File: config.mk
export PLATFORM = sky130hd
export DESIGN_NAME = data_read_capture_fifo
export DESIGN_NICKNAME = d
export VERILOG_FILES = /design/src/rtl/data_read_capture_fifo.sv
export SDC_FILE = /design/constraint.sdc
export NUM_CORES = 1
export LEC_CHECK = 0
export CORE_ASPECT_RATIO = 1.5
export CORE_MARGIN = 4
export CORE_UTILIZATION = 54
export DETAILED_ROUTE_END_ITERATION = 8
export PLACE_DENSITY = 0.79
export SLEW_MARGIN = 20
export SYNTH_ARGS = -nofsm -noshare
export SYNTH_HDL_FRONTEND = slang
export SYNTH_SLANG_ARGS = --single-unit
File: constraint.sdc
create_clock -name S_AXI_ACLK -period 4.2 [get_ports S_AXI_ACLK]
set_input_delay 0.84 -clock S_AXI_ACLK [delete_from_list [all_inputs] [get_ports S_AXI_ACLK]]
set_output_delay 0.84 -clock S_AXI_ACLK [all_outputs]
set_load 0.05 [all_outputs]
File: src/rtl/data_read_capture_fifo.sv
// data_read_capture_fifo: first-word-fall-through capture buffer between an
// external parallel data source and the AXI-lite read slave. Holds up to
// 2^DEPTH_LOG2 words and provides level, a sticky overflow flag and a
// threshold interrupt.
module data_read_capture_fifo #(
    parameter int DATA_WIDTH = 32,
    parameter int DEPTH_LOG2 = 4
) (
    input  logic                  S_AXI_ACLK,
    input  logic                  S_AXI_ARESETN,
    input  logic                  cap_en,
    input  logic [DATA_WIDTH-1:0] din,
    input  logic                  din_valid,
    input  logic                  rd_en,
    output logic [DATA_WIDTH-1:0] rd_data,
    output logic                  empty,
    output logic                  full,
    output logic [DEPTH_LOG2:0]   level,
    input  logic                  flush,
    output logic                  ovf,
    input  logic                  ovf_clr,
    input  logic [DEPTH_LOG2:0]   thresh,
    output logic                  irq
);

    localparam int unsigned         DEPTH     = 1 << DEPTH_LOG2;
    localparam logic [DEPTH_LOG2:0] DEPTH_CNT = (DEPTH_LOG2 + 1)'(DEPTH);

    logic [DATA_WIDTH-1:0] mem [DEPTH];
    logic [DEPTH_LOG2-1:0] wr_ptr;
    logic [DEPTH_LOG2-1:0] rd_ptr;
    logic [DEPTH_LOG2:0]   count;
    logic [DEPTH_LOG2:0]   count_next;
    logic                  push;
    logic                  pop;
    logic                  wr_accept;
    logic                  drop;

    // Status comes only from the count register, never from the strobes.
    assign empty   = (count == '0);
    assign full    = (count == DEPTH_CNT);
    assign level   = count;
    assign rd_data = mem[rd_ptr];

    // Accept/drop decisions and next word count; flush overrides everything.
    always_comb begin
        push       = cap_en & din_valid;
        pop        = rd_en & ~empty;
        // A pop in the same cycle frees a slot, so a full FIFO can still accept.
        wr_accept  = push & (~full | pop);
        drop       = push & full & ~pop;
        count_next = count;
        if (flush) begin
            count_next = '0;
        end else if (wr_accept && !pop) begin
            count_next = count + 1'b1;
        end else if (pop && !wr_accept) begin
            count_next = count - 1'b1;
        end
    end

    // Storage array: written only on an accepted push outside a flush.
    always_ff @(posedge S_AXI_ACLK) begin
        if (wr_accept && !flush) begin
            mem[wr_ptr] <= din;
        end
    end

    // Pointers, count, sticky overflow and registered threshold interrupt.
    always_ff @(posedge S_AXI_ACLK or negedge S_AXI_ARESETN) begin
        if (!S_AXI_ARESETN) begin
            wr_ptr <= '0;
            rd_ptr <= '0;
            count  <= '0;
            ovf    <= 1'b0;
            irq    <= 1'b0;
        end else begin
            count <= count_next;
            if (flush) begin
                wr_ptr <= '0;
                rd_ptr <= '0;
            end else begin
                if (wr_accept) begin
                    wr_ptr <= wr_ptr + 1'b1;
                end
                if (pop) begin
                    rd_ptr <= rd_ptr + 1'b1;
                end
            end
            // Set wins over clear; a flush suppresses the set but keeps the flag.
            ovf <= (drop & ~flush) | (ovf & ~ovf_clr);
            irq <= (count_next >= thresh) && (thresh != '0);
        end
    end

endmodule

After elaboration in Yosys (flattened, before gate mapping)
Memory sizes are Yosys's and may differ from the RTL's.
Cells that the tools add are included.
Storage, ports and cells
  flip-flop bits (word level): 15
  bits in writable memories: 512
  input port bits: 44
  output and inout port bits: 41
  logic and storage cells: 46
  memories kept: 1
Operators by class
  add/sub/neg operators: 4
  $lt $le $gt $ge: 1
  eq/ne operators: 1
  mux-type cells: 9
  bitwise logic cells: 14
  reduce and logical (&&, ||, !) cells: 11
Memory list
  mem: depth 16, width 32, read ports 1, clocked after memory_dff 0, wr ports 1, line 29  | logic [DATA_WIDTH-1:0] mem [DEPTH];
Operator list (count)
  4-bit 2-to-1 mux: 4
  5-bit 2-to-1 mux: 3
  4-bit by 1-bit adder with 4-bit output (second input constant): 2
  1-bit bitwise AND: 7
  5-bit by 1-bit adder with 5-bit output (second input constant): 1
  5-bit equality test (second input constant): 1
  5-bit >= comparator: 1
  5-bit logical NOT: 1
  1-bit inverter: 5
  5-bit nonzero test: 1
  5-bit by 1-bit subtractor with 5-bit output (second input constant): 1
  1-bit logical AND: 4
  2-bit nonzero test: 2
  1-bit logical NOT: 3
  1-bit 2-to-1 mux: 2
  1-bit OR: 2

Logic depth before layout (Yosys ltp)
  depth after elaboration: 12
  gate-level depth with buffers: 14
  gate-level depth less buffers: 13

Worst setup path after synthesis
Ideal clock, no wire load.
  kind: register to register
  start point: register count[0] (netlist: level[0])
  end point: memory mem[0][0] (enable)
  library setup time: 0.461 ns
  data arrival time: 4.012 ns
  required time: 3.739 ns
  slack: -0.273 ns
  stages on the path, launching flop included: 9
  path buffers: 1
  clock period less this slack: 4.473 ns
  cells stage by stage: dfrtp_1 > inv_1 > ha_1 > or3b_1 > buf_2 > nor2_1 > nor3_1 > nand2_1 > nor3_1
On the way
  word-level cells in the longest chain between the ends: 8
  elaborated cells between the ends (all ways): 10
  classes of those cells: eq/ne: 1; mux: 2; bitwise: 5; reduce/logical: 2
Ends and longest elaborated chain
  start, declared: line 32  | logic [DEPTH_LOG2:0] count;
  start signal, assigned: line 78  | count <= count_next;
  5-bit logical NOT: line 40  | assign empty = (count == '0);
  1-bit inverter: line 48  | pop = rd_en & ~empty;
  1-bit bitwise AND: line 48
  1-bit OR (*): line 50  | wr_accept = push & (~full | pop);
  1-bit bitwise AND (*): line 50
  1-bit logical AND (*): line 64  | if (wr_accept && !flush) begin
  1-bit 2-to-1 mux (*): line 64
  1-bit 2-to-1 mux (not written as such) (*): line 65  | mem[wr_ptr] <= din;
  end, declared: line 29
Every way passes the cells marked *; elsewhere a longest branch is shown, timed or not.

Worst setup path after layout
  start point: register rd_ptr[0]
  end point: output rd_data[19]
On the way
  word-level cells in the longest chain between the ends: 1
Ends and longest elaborated chain
  start, declared: line 31  | logic [DEPTH_LOG2-1:0] rd_ptr;
  start signal, assigned: line 87  | rd_ptr <= rd_ptr + 1'b1;
  memory 16 x 32 bit
  end, declared: line 15  | output logic [DATA_WIDTH-1:0] rd_data,
Every way passes these cells.

==> flow_summary.rst <==
.. list-table::
   :header-rows: 1

   * - Metric
     - Value
   * - Sum of internal, switching and leakage power
     - 13.1 mW
   * - Die outline area
     - 40,800 sq um
   * - Max-slew headroom
     - 49.9%
   * - Portion of total power attributed to combinational logic
     - 22.0%
   * - Critical path peak fanout
     - 32
   * - DP HPWL
     - 21.9 mm
   * - Cell Rows
     - 86
   * - Post-synth EDFFs
     - 512
   * - Distinct cell type count after synthesis
     - 36
   * - Cell taking the most area after synthesis
     - sky130_fd_sc_hd__edfxtp_1
   * - Clock tree root buffer cell
     - sky130_fd_sc_hd__clkbuf_16
   * - DR iter-0 viols
     - 1,057
   * - Level count of the clock H-tree
     - 2
   * - Average instance area after synthesis
     - 24.2 sq um
   * - Top-area cell type share of the netlist area
     - 75.7%
   * - Endpoints failing hold
     - 0
   * - Overall die width
     - 166 um
   * - Final weighted congestion in routability-driven placement
     - 0.781
   * - Actual slew at the worst max-slew pin
     - 0.748 ns
   * - Source of the critical timing path
     - rd_ptr[0]
   * - Fraction of registers with async set or reset after synthesis
     - 2.85%
   * - Final period util
     - 98.3%
   * - ANT nets after route
     - 0
   * - Endpoint required time on the critical path
     - 3.36 ns
   * - GRT Overall Usage
     - 22.1%
   * - Hold_buf cts
     - 0
   * - Syn_nets
     - 894
   * - Share of total power in the clock network
     - 32.9%
   * - Post-place instance area
     - 22,200 sq um
   * - Most heavily used metal layer in global routing
     - met2
   * - Final TNS setup
     - 0 ns
   * - Vias after detailed routing
     - 9,436
   * - Pwr/cell area
     - 553 nW/um^2
   * - Final Hold Slack
     - 0.484 ns
   * - Inst Count DP
     - 1,406
   * - RSZ-0062 raised after global routing
     - false
   * - Worst-case vdd ir drop
     - 0.551 mV
   * - Total congestion overflow
     - 0
   * - Switching pwr
     - 3.42 mW
   * - Core Util, Final
     - 64.3%
   * - Wirelength per Cell
     - 29.7 um
   * - Largest net degree at the start of global routing
     - 36
   * - Share of final-layout standard cells stronger than drive strength 1
     - 28.9%
   * - Achievable Freq
     - 0.242 GHz
   * - Class of the most critical hold timing path
     - flop to flop
   * - Placeable core region
     - 36,900 sq um
   * - Boundary Pins
     - 85
   * - Design internal power
     - 9.70 mW
   * - First-pass GRT wire length
     - 65.9 mm
   * - CTS max path bufs
     - 3
   * - Most frequently used cell type in the post-synthesis netlist
     - sky130_fd_sc_hd__edfxtp_1
   * - Vias in the first global route
     - 9,961
   * - Clock transition time at the flip-flop clock pins of the worst setup and hold paths
     - 0.07 ns
   * - Setup CP Type
     - flop to primary output
   * - Number of antenna violations at the first check in global routing
     - 2
   * - Vert. Die Dim
     - 246 um
   * - Most frequently used flop master after synthesis
     - sky130_fd_sc_hd__edfxtp_1
   * - Total clock buffers created by CTS
     - 45
   * - Yosys reg bits
     - 527
   * - Cell types with the highest counts after synthesis
     - 512 x sky130_fd_sc_hd__edfxtp_1, 160 x sky130_fd_sc_hd__mux4_2, 24 x sky130_fd_sc_hd__nor2_1
   * - Clock tree from TritonCTS
     - yes
   * - Fill cells
     - 2,232
   * - Worst-case setup margin in the final layout
     - 0.0733 ns
   * - Outcome
     - complete, no violations
   * - Final Instance Count excl. Fillers
     - 1,491
   * - Yosys warning count
     - 0
   * - Reported leakage power
     - 7.35 nW
   * - Flop pwr share
     - 45.1%
   * - Post-layout minimum cycle time
     - 4.13 ns
   * - Non-Filler Cell Area, Final
     - 23,700 sq um
   * - Number of detailed-route iterations in the first pass
     - 5
   * - Total routed wirelength
     - 44.2 mm
   * - Cells taking the most area after synthesis
     - sky130_fd_sc_hd__edfxtp_1 76%, sky130_fd_sc_hd__mux4_2 18%, sky130_fd_sc_hd__dfrtp_1 1.8%
   * - Area growth from synthesis to layout
     - 16.8%
   * - Reported max-cap violation count
     - 0
   * - Met1 demand-to-capacity share in global routing
     - 29.1%
   * - Final routed DRC violation total
     - 0
   * - Count of final setup violators
     - 0
   * - Reg2Reg Launch Point
     - level[1]
   * - Setup clock skew after layout
     - 0.0140 ns
   * - Met2 layer usage reported by global route
     - 37.4%
   * - Number of vias per cell
     - 6.33
   * - Cell count after synthesis
     - 838
   * - Launching element type of the critical path
     - flop
   * - Hold path startpoint
     - ovf
   * - Setup fix buffers added after clock tree synthesis
     - 0
   * - Critical path arrival
     - 3.29 ns
   * - Source-to-sink clock delay at the later pin of the worst-skew pair
     - 0.56 ns
   * - Final Max Tran Viols
     - 0
   * - Pre-CTS setup slack
     - 0.591 ns
   * - Post-cts resize count
     - 3
   * - Type of destination of the critical path
     - primary output
   * - Initial core utilization
     - 55.0%
   * - Number of sinks on the clock net
     - 527
   * - Post-layout net count
     - 1,025
   * - Cell area after synthesis
     - 20,300 sq um
   * - Switching share of total power
     - 26.1%
   * - Met3 layer usage reported by global route
     - 3.99%
   * - Port buffer count
     - 84
   * - Portion of the post-synthesis area used by sequential elements
     - 77.6%
==> worst paths after layout <==
kind	endpoint	slack [ns]	cells past startpoint
max in group asynchronous	rd_ptr[0]	2.93	1
min in group asynchronous	level[4]	0.73	1
hold reg to reg	ovf	0.48	2
setup / recovery	rd_data[19]	0.07	4
setup reg to reg	mem[7][24]	1.11	8
hold / removal	ovf	0.48	2
==> critical path, cell delays in order, from the launching register on <==
cell                              delay, ns
sky130_fd_sc_hd__dfrtp_4               0.59
sky130_fd_sc_hd__buf_12                0.29
sky130_fd_sc_hd__mux4_2                0.56
sky130_fd_sc_hd__mux4_2                0.49
sky130_fd_sc_hd__clkdlybuf4s50_1       0.73
==> state kept, by name, summed over array words and instances, names as in the netlist <==
signal  cells
mem       512
level       5
rd_ptr      4
wr_ptr      4
irq         1
ovf         1
==> final cells by class <==
type / instances / area [sq um] / share of cell area, %
multi-input combinational: 262 / 4400 / 18.6
clock inverter: 27 / 324 / 1.37
tap: 484 / 606 / 2.55
antenna: 2 / 5.00 / 0.0211
clock buffer: 56 / 1210 / 5.10
sequential: 527 / 15800 / 66.5
inverter: 8 / 30.0 / 0.127
timing repair buffer: 125 / 1380 / 5.82
==> placed cells by master (no fill, tap or decap), types with 2 or more instances in the layout <==
| cell | netlist | final |
|---|---|---|
| sky130_fd_sc_hd__xor2_1 | 6 | 6 |
| sky130_fd_sc_hd__nor2_1 | 24 | 12 |
| sky130_fd_sc_hd__clkinv_2 | 0 | 5 |
| sky130_fd_sc_hd__nor2b_1 | 3 | 3 |
| sky130_fd_sc_hd__clkbuf_1 | 16 | 9 |
| sky130_fd_sc_hd__nor3_1 | 7 | 3 |
| sky130_fd_sc_hd__nand2_1 | 10 | 10 |
| sky130_fd_sc_hd__xnor2_1 | 3 | 3 |
| sky130_fd_sc_hd__clkbuf_16 | 0 | 47 |
| sky130_fd_sc_hd__dlygate4sd2_1 | 0 | 3 |
| sky130_fd_sc_hd__dfrtp_2 | 0 | 2 |
| sky130_fd_sc_hd__dlymetal6s2s_1 | 0 | 9 |
| sky130_fd_sc_hd__nor2_4 | 0 | 12 |
| sky130_fd_sc_hd__a21oi_1 | 7 | 7 |
| sky130_fd_sc_hd__buf_12 | 0 | 17 |
| sky130_fd_sc_hd__inv_1 | 8 | 8 |
| sky130_fd_sc_hd__clkdlybuf4s50_1 | 0 | 72 |
| sky130_fd_sc_hd__buf_4 | 1 | 24 |
| sky130_fd_sc_hd__clkinvlp_4 | 0 | 2 |
| sky130_fd_sc_hd__a211oi_1 | 2 | 2 |
| sky130_fd_sc_hd__mux2i_1 | 2 | 2 |
| sky130_fd_sc_hd__inv_6 | 0 | 3 |
| sky130_fd_sc_hd__clkinv_4 | 0 | 2 |
| sky130_fd_sc_hd__diode_2 | 0 | 2 |
| sky130_fd_sc_hd__clkinv_1 | 0 | 8 |
| sky130_fd_sc_hd__dfrtp_4 | 0 | 2 |
| sky130_fd_sc_hd__nor3_2 | 0 | 2 |
| sky130_fd_sc_hd__bufinv_16 | 0 | 7 |
| sky130_fd_sc_hd__nand4_1 | 3 | 3 |
| sky130_fd_sc_hd__edfxtp_1 | 512 | 512 |
| sky130_fd_sc_hd__ha_1 | 12 | 12 |
| sky130_fd_sc_hd__o21ai_0 | 2 | 2 |
| sky130_fd_sc_hd__nor3_4 | 0 | 2 |
| sky130_fd_sc_hd__dfrtp_1 | 15 | 11 |
| sky130_fd_sc_hd__nand2b_1 | 6 | 6 |
| sky130_fd_sc_hd__a31oi_1 | 2 | 2 |
| sky130_fd_sc_hd__mux4_2 | 160 | 160 |
==> cell families (layout without fill, tap and decap cells) <==
family          count (synthesis)  after routing  share of synthesized area, %
fa+ha+maj                      12             12                         0.739
xor+xnor                        9              9                         0.388
mux                           162            162                          17.8
other cells                     0              2                             0
buf+inv                        49            216                          1.37
flops                         527            527                          77.6
simple gates                   60             60                          1.49
compound gates                 19             19                         0.610
==> power groups by stage <==
stage | logic [mW] | registers (mW) | clock network (mW)
3_3_place_gp | 2.87 | 6.03 | 0
6_report | 2.88 | 5.92 | 4.32
3_5_place_dp | 2.89 | 6.03 | 0
2_1_floorplan | 2.19 | 6.02 | 0
4_1_cts | 2.93 | 5.92 | 4.38
5_1_grt | 3.06 | 5.92 | 4.63
==> layer usage <==
layer / part of all wire (%) / wire [um]
met1: 35 / 15600
met2: 52 / 23200
met3: 8.9 / 3920
met4: 3.4 / 1480
met5: 0 / 0
Power figures use the tool's default switching activity.
